**src/rtl/cp0_regfile.sv**
```systemverilog
// MIPS CP0 register file: BadVAddr, Count/Compare timer, Status, Cause and EPC.
// Handles MTC0/MFC0, exception entry, ERET and interrupt-pending detection.
module cp0_regfile #(
  parameter int COUNT_DIV = 2
) (
  input  logic        clk,
  input  logic        reset,
  input  logic        wb_valid,
  input  logic        op_mtc0,
  input  logic        op_mfc0,
  input  logic        op_eret,
  input  logic        op_sysc,
  input  logic        wb_ex,
  input  logic        wb_bd,
  input  logic [5:0]  ext_int_in,
  input  logic [4:0]  wb_excode,
  input  logic [31:0] wb_pc,
  input  logic [31:0] wb_badvaddr,
  input  logic [4:0]  wb_rd,
  input  logic [2:0]  wb_sel,
  input  logic [31:0] c0_wdata,
  output logic        has_int,
  output logic [31:0] c0_rdata
);

  localparam int TW = (COUNT_DIV > 1) ? $clog2(COUNT_DIV) : 1;
  localparam logic [TW-1:0] TICK_LAST = TW'(COUNT_DIV - 1);

  logic [31:0]   badvaddr_q, badvaddr_d;
  logic [31:0]   count_q, count_d;
  logic [31:0]   compare_q, compare_d;
  logic [31:0]   epc_q, epc_d;
  logic [TW-1:0] tick_q, tick_d;
  logic [7:0]    im_q, im_d;
  logic          exl_q, exl_d;
  logic          ie_q, ie_d;
  logic          bd_q, bd_d;
  logic          ti_q, ti_d;
  logic [5:0]    ip_hw_q, ip_hw_d;
  logic [1:0]    ip_sw_q, ip_sw_d;
  logic [4:0]    exccode_q, exccode_d;

  logic [31:0] status_val, cause_val;
  logic        sel_badvaddr, sel_count, sel_compare, sel_status, sel_cause, sel_epc;
  logic        wr_en, tick_wrap;
  logic        unused_inputs;

  assign unused_inputs = op_mfc0 ^ op_sysc;

  assign sel_badvaddr = (wb_sel == 3'd0) && (wb_rd == 5'd8);
  assign sel_count    = (wb_sel == 3'd0) && (wb_rd == 5'd9);
  assign sel_compare  = (wb_sel == 3'd0) && (wb_rd == 5'd11);
  assign sel_status   = (wb_sel == 3'd0) && (wb_rd == 5'd12);
  assign sel_cause    = (wb_sel == 3'd0) && (wb_rd == 5'd13);
  assign sel_epc      = (wb_sel == 3'd0) && (wb_rd == 5'd14);

  assign wr_en     = wb_valid && op_mtc0 && !wb_ex && !op_eret;
  assign tick_wrap = (tick_q == TICK_LAST);

  assign status_val = {9'b0, 1'b1, 6'b0, im_q, 6'b0, exl_q, ie_q};
  assign cause_val  = {bd_q, ti_q, 14'b0, ip_hw_q, ip_sw_q, 1'b0, exccode_q, 2'b0};

  always_comb begin
    badvaddr_d = badvaddr_q;
    count_d    = count_q;
    compare_d  = compare_q;
    epc_d      = epc_q;
    tick_d     = tick_wrap ? '0 : tick_q + 1'b1;
    im_d       = im_q;
    exl_d      = exl_q;
    ie_d       = ie_q;
    bd_d       = bd_q;
    ti_d       = ti_q | (count_q == compare_q);
    ip_hw_d    = {ext_int_in[5] | ti_q, ext_int_in[4:0]};
    ip_sw_d    = ip_sw_q;
    exccode_d  = exccode_q;

    if (tick_wrap) begin
      count_d = count_q + 32'd1;
    end

    // Timer runs regardless of wb_valid; exception entry outranks ERET, which outranks MTC0.
    if (wb_valid) begin
      if (wb_ex) begin
        if (!exl_q) begin
          epc_d = wb_bd ? wb_pc - 32'd4 : wb_pc;
          bd_d  = wb_bd;
        end
        exl_d     = 1'b1;
        exccode_d = wb_excode;
        if (wb_excode == 5'h04 || wb_excode == 5'h05) begin
          badvaddr_d = wb_badvaddr;
        end
      end else if (op_eret) begin
        exl_d = 1'b0;
      end else if (op_mtc0) begin
        if (sel_count) begin
          count_d = c0_wdata;
          tick_d  = '0;
        end
        if (sel_compare) begin
          compare_d = c0_wdata;
          ti_d      = 1'b0;
        end
        if (sel_status) begin
          im_d  = c0_wdata[15:8];
          exl_d = c0_wdata[1];
          ie_d  = c0_wdata[0];
        end
        if (sel_cause) begin
          ip_sw_d = c0_wdata[9:8];
        end
        if (sel_epc) begin
          epc_d = c0_wdata;
        end
      end
    end
  end

  always_ff @(posedge clk) begin
    if (reset) begin
      badvaddr_q <= '0;
      count_q    <= '0;
      compare_q  <= '0;
      epc_q      <= '0;
      tick_q     <= '0;
      im_q       <= '0;
      exl_q      <= 1'b0;
      ie_q       <= 1'b0;
      bd_q       <= 1'b0;
      ti_q       <= 1'b0;
      ip_hw_q    <= '0;
      ip_sw_q    <= '0;
      exccode_q  <= '0;
    end else begin
      badvaddr_q <= badvaddr_d;
      count_q    <= count_d;
      compare_q  <= compare_d;
      epc_q      <= epc_d;
      tick_q     <= tick_d;
      im_q       <= im_d;
      exl_q      <= exl_d;
      ie_q       <= ie_d;
      bd_q       <= bd_d;
      ti_q       <= ti_d;
      ip_hw_q    <= ip_hw_d;
      ip_sw_q    <= ip_sw_d;
      exccode_q  <= exccode_d;
    end
  end

  // BadVAddr is read-only to software, so it has no MTC0 path above.
  always_comb begin
    c0_rdata = 32'b0;
    if (op_eret) begin
      c0_rdata = epc_q;
    end else if (sel_badvaddr) begin
      c0_rdata = badvaddr_q;
    end else if (sel_count) begin
      c0_rdata = count_q;
    end else if (sel_compare) begin
      c0_rdata = compare_q;
    end else if (sel_status) begin
      c0_rdata = status_val;
    end else if (sel_cause) begin
      c0_rdata = cause_val;
    end else if (sel_epc) begin
      c0_rdata = epc_q;
    end
  end

  assign has_int = (|({ip_hw_q, ip_sw_q} & im_q)) & ie_q & ~exl_q;

endmodule

```
**config.mk**
```make
export PLATFORM = sky130hd
export DESIGN_NAME = cp0_regfile
export DESIGN_NICKNAME = d
export VERILOG_FILES = /design/src/rtl/cp0_regfile.sv
export SDC_FILE = /design/constraint.sdc
export NUM_CORES = 1
export LEC_CHECK = 0
export BUFFER_PORTS_ARGS = -buffer_cell sky130_fd_sc_hd__buf_2
export CORE_UTILIZATION = 63
export CTS_BUF_LIST = sky130_fd_sc_hd__clkbuf_4 sky130_fd_sc_hd__clkbuf_8
export CTS_CLUSTER_DIAMETER = 200
export DETAILED_ROUTE_END_ITERATION = 12
export PLACE_DENSITY = 0.88
export SLEW_MARGIN = 10
export SYNTH_ARGS = -nofsm -noshare
export SYNTH_HDL_FRONTEND = slang
export SYNTH_SLANG_ARGS = --single-unit
```
**constraint.sdc**
```tcl
create_clock -name clk -period 4.6 [get_ports clk]
set_input_delay 0.46 -clock clk [delete_from_list [all_inputs] [get_ports clk]]
set_output_delay 0.46 -clock clk [all_outputs]
set_load 0.1 [all_outputs]
```
* Word level (Yosys, flattened, before mapping) *
Index checks and enable logic that the tools add are counted.

word-level totals
  flip-flop bits (word level) = 154
  bits of input ports = 124
  output and inout port bits = 33
  logic and storage cells = 90

cells by class
  $add $sub $neg = 3
  equal/unequal tests = 11
  multiplexer cells = 34
  bitwise logic cells = 8
  reduce and logical (&&, ||, !) cells = 21

operator list
  kind                     number
  $mux W32                 19
  $add A32 B1 Y32 const B  1
  $eq A32 B32 Y1           1
  $sub A32 B3 Y32 const B  1
  $eq A5 B4 Y1 const B     6
  $reduce_and A5 Y1        4
  $mux W1                  15
  $eq A5 B3 Y1 const B     2
  $reduce_and A3 Y1        3
  $and A8 B8 Y8            1
  $reduce_or A8 Y1         1
  $logic_and A1 B1 Y1      6
  $reduce_bool A3 Y1       2
  $reduce_bool A2 Y1       2
  $logic_not A3 Y1         1
  $not A1 Y1               3
  $and A1 B1 Y1            2
  $ne A2 B1 Y1 const B     1
  $ne A2 B2 Y1 const B     1
  $or A1 B1 Y1             2
  $reduce_and A2 Y1        1
  $add A1 B1 Y1 const B    1
  $logic_or A1 B1 Y1       1

* Depth between registers and ports, before layout *
  word-level depth = 9
  mapped depth = 8
  gate-level depth less buffers = 7

* Least setup slack after synthesis *
Ideal clock, no wire load.

  path kind = input to output
  start point = in wb_rd[1]
  end point = out c0_rdata[0]
  data arrival time = 3.843 ns
  data required time = 4.140 ns
  setup slack = 0.297 ns
  stages on the path = 7
  path buffers = 3
  cells stage by stage = buf_2 > nor4b_4 > nor4bb_1 > buf_2 > buf_2 > a22oi_1 > o21ai_0

on the way
  longest elaborated chain between the ends = 9
  elaborated cells between the ends (all ways) = 19
  those cells by class = eq/ne (6); mux (7); reduce/logical (6)

ends and longest elaborated chain
  item                 RTL line  text
  from (decl)          19        input logic [4:0] wb_rd,
  $eq A5 B4 Y1         55        assign sel_epc = (wb_sel == 3'd0) && (wb_rd == 5'd14);
  $logic_and A1 B1 Y1  55
  $mux W32             167       end else if (sel_epc) begin
  $mux W32             165       end else if (sel_cause) begin
  $mux W32             163       end else if (sel_status) begin
  $mux W32             161       end else if (sel_compare) begin
  $mux W32             159       end else if (sel_count) begin
  $mux W32 (*)         157       end else if (sel_badvaddr) begin
  $mux W32 (*)         155       if (op_eret) begin
  to (decl)            23        output logic [31:0] c0_rdata

Every way passes the cells marked *; elsewhere a longest branch is shown, timed or not.

* Worst setup path in the final report *
  start point = in wb_sel[1]
  end point = out c0_rdata[0]

on the way
  longest elaborated chain between the ends = 9
  elaborated cells between the ends (all ways) = 14
  those cells by class = mux (7); reduce/logical (7)

ends and longest elaborated chain
  item                  RTL line  text
  from (decl)           20        input logic [2:0] wb_sel,
  $logic_not A3 Y1 (*)  -
  $logic_and A1 B1 Y1   55
  $mux W32              167
  $mux W32              165
  $mux W32              163
  $mux W32              161
  $mux W32              159
  $mux W32 (*)          157
  $mux W32 (*)          155

Marked as above.

==> summary.md <==
| Metric | Value |
|---|---|
| Critical Path Most Common Cell | buf_2 |
| Number of buffers created by CTS | 17 |
| Final setup violation count | 0 |
| Post-Synthesis Cells | ~1200 |
| CP required | ~4100 ps |
| Tcrit/Tclk final | 77.85% |
| Worst-path cell chain | buf_2 > nor2_1 > nor4bb_4 > buf_4 > a22oi_1 > o21ai_0 > buf_2 |
| Area leader, netlist | dfxtp_1 |
| Number of synthesized flops with an enable pin | 0 |
| Total GRT Usage | 39.15% |
| PD cells | 288.9 nW/um^2 |
| PostCTS Resize Cnt | 0 |
| Critical Path Sink Type | output pin |
| Post-synthesis sequential area ratio | about a third |
| Critical Setup Path Class | input pin to output pin |
| Initial antenna violation count | 1 |
| GRT Residual Overflow | 0 |
| First-pass GRT wire length | about 43000 um |
| #FFs+latches synth | approximately 150 |
| Post-synthesis mux area share | approximately 4.5% |
| Routed WL per cell | just under 20 um |
| Die area | around 15000 um^2 |
| Commonest cells in the netlist | 204 x nand2_1, 154 x dfxtp_1, 142 x a21oi_1, 93 x nor2_1, 66 x clkbuf_1 |
| Max incr delay on CP | 650 ps |
| Finished Cell Area | between 10000 and 15000 um^2 |
| Clk slew on worst S/H paths | around 80 ps |
| Post-place setup slack | approximately 1100 ps |
| Fin. Hold Viols | 0 |
| Post-layout nets | around 1400 |
| Vias per cell | about 6.3 |
| Minimum clock period | roughly 3600 ps |
| Largest family of logic cells by synthesized area | simple AND/OR/NAND/NOR gates |
| Asr flop ratio synth | 0% |
| Area contributors post-synth | dfxtp_1 35%, nand2_1 8.6%, a21oi_1 8.0%, xnor2_1 4.6%, nor2_1 3.9% |
| GPL Wtd Cong | approximately 0.97 |
| Cell Area, Synth | 8896 um^2 |
| Slew headroom | roughly 22% |
| Syn. warnings | 0 |
| Setup TNS | 0 ps |
| Worst-Margin Slew | between 1000 and 1500 ps |
| Max frequency | between 0.2 and 0.3 GHz |
| Post-Synth Simple-Gate Area | about 26% |
| Synth cell types | about 70 |
| Top-Level Pins | approximately 160 |
| Synthesis-to-layout area growth | 12.91% |
| Post-route insts no fill | around 1500 |
| FF-to-FF setup slack | around 2200 ps |
| Hold crit path type | input pin to flip-flop |
| Max FO, Critical Path | 20 |
| Clk Latency, worst-skew pair | between 400 and 500 ps |
| Slew Viols, Final | 0 |
| Leak | 3.647 nW |
| Die width | between 100 and 150 um |
| RSZ-0062 raised after global routing | false |
| Total clock sinks | approximately 150 |
| Die height | between 100 and 150 um |
| Synth Area in Adders | less than 1% |
| Residual DRC count | 0 |
| Arr. time, crit path | between 3000 and 4000 ps |
| Initial drt markers | between 1000 and 1500 |
| Post-CTS setup buffers | 0 |
| Vias in the first global route | 8148 |
| Via count | roughly 9200 |
| Pre-antenna DRT Iters | 8 |
| Post-synthesis compound-gate area fraction | a little over a fifth |
| HPWL Detailed | between 20000 and 25000 um |
| Row count | 43 |
| Share of layout cells above drive strength 1 | 17.33% |
| Max Cap Viol | 0 |
| Root buf cell | clkbuf_8 |
| Largest net degree at the start of global routing | 94 |
| Most frequent cell after synthesis | nand2_1 |
| Mapped Avg Cell Area | around 7.6 um^2 |
| Top-area cell type share of the netlist area | around 35% |
| Cells after DPL | 1423 |
| Ys flop type | dfxtp_1 |
| Post-Syn Nets | roughly 1300 |
| CTS hold repair buffers | 0 |
| Area after DPL | around 9600 um^2 |
| Startpoint Class | input pin |
| Peak supply drop | between 0.2 and 0.25 mV |
| Worst-case clock buffer depth | 2 |
| Final WS setup | between 1000 and 1500 ps |
| I/O Buffers | ~150 |
| DRT antenna net count | 0 |
| Slowest-stage cell, CP | nor4bb_4 |
| Core area | 13830 um^2 |
| Worst clock skew | between 10 and 15 ps |
| Post-synthesis xor/xnor area fraction | under 10% |
| Outcome | finished clean |
| H-tree Lvls | 4 |
| CTS tree | built |
| Drt total wl | 28280 um |
| Starting density of the core | roughly 64% |
worst paths after layout:
path | start | endpoint | depth (start not counted)
setup / recovery | wb_sel[1] | c0_rdata[0] | 7
hold reg to reg | epc_q[7]$_SDFFE_PP0P_ | epc_q[7]$_SDFFE_PP0P_ | 2
hold / removal | ext_int_in[1] | ip_hw_q[1]$_SDFF_PP0_ | 2
setup reg to reg | exl_q$_SDFFE_PP0P_ | epc_q[16]$_SDFFE_PP0P_ | 6
layout make-up:
type / instances / area, um^2
fillers: 1099 / 3782
diodes: 1 / 2.502
inverters: 27 / 101.3
well taps: 180 / 225.2
clock inverters: 12 / 146.4
repair buffers: 167 / 870.8
flip-flops and latches: 154 / 3083
clock buffers: 20 / 275.3
multi-input cells: 895 / 5340
layer usage:
layer | GRT usage [%] | routed length, um | vias to the layer above
met4 | 17.82 | 1130 | 0
met5 | 0 | 0 | -
met1 | 50.73 | 11140 | 4282
met2 | 60.36 | 12590 | 539
met3 | 10.75 | 3421 | 98
li1 | - | - | 4304
critical path: cells and delay by family:
family | cells | cell delay, ps
simple gates | 2 | 1210
buf+inv | 3 | 1020
compound gates | 2 | 410
registers in the layout, summed over array words and instances (netlist names):
| signal | cells |
|---|---|
| epc_q | 32 |
| ip_hw_q | 6 |
| ie_q | 1 |
| bd_q | 1 |
| count_q | 32 |
| exccode_q | 5 |
| im_q | 8 |
| badvaddr_q | 32 |
| ti_q | 1 |
| exl_q | 1 |
| ip_sw_q | 2 |
| tick_q | 1 |
| compare_q | 32 |
placed cells by master, fill, tap and decap left out, types with 6 or more instances in the layout:
cell | Yosys | layout
nand2_1 | 204 | 204
dfxtp_1 | 154 | 154
buf_2 | 23 | 153
a21oi_1 | 142 | 142
nor2_1 | 93 | 93
xnor2_1 | 47 | 47
o21ai_0 | 42 | 42
xor2_1 | 37 | 37
mux2i_1 | 34 | 34
a211oi_1 | 32 | 32
nand3_1 | 30 | 30
inv_1 | 27 | 27
nand4_1 | 27 | 27
clkbuf_8 | 0 | 20
o22ai_1 | 19 | 19
nor2b_1 | 16 | 16
nor3_1 | 15 | 15
buf_4 | 2 | 14
nor3b_1 | 12 | 12
and3_1 | 11 | 11
o2bb2ai_1 | 8 | 8
a221oi_1 | 8 | 8
and4_1 | 8 | 8
a22o_1 | 7 | 7
a22oi_1 | 7 | 7
nor4_1 | 8 | 7
and2_1 | 6 | 6
nand2b_1 | 6 | 6
metrics by stage:
| step | hold WS (ps) | util [%] | total power [mW] |
|---|---|---|---|
| finish | 182.8 | 72.65 | 2.902 |
| global route | 183.5 | 72.65 | 2.980 |
| CTS | 180.1 | 72.63 | 2.887 |
| detailed placement | 446.7 | 69.58 | 1.814 |
| global placement | 443.5 | 69.58 | 1.808 |
| floorplan | 432.1 | - | 1.669 |
logic make-up after synthesis:
| group | count (synthesis) |
|---|---|
| xor+xnor | 84 |
| fa+ha+maj | 2 |
| buf+inv | 123 |
| mux | 39 |
| simple gates | 468 |
| flops | 154 |
| compound gates | 302 |
where the power goes:
part	leakage (nW)	switching, mW	internal (mW)	total [mW]
sequential	1.25	0.0242	1.36	1.38
combinational	2.19	0.290	0.122	0.412
clock	0.210	0.532	0.575	1.11
total	3.65	0.846	2.06	2.90
Power figures use the tool's default switching activity.
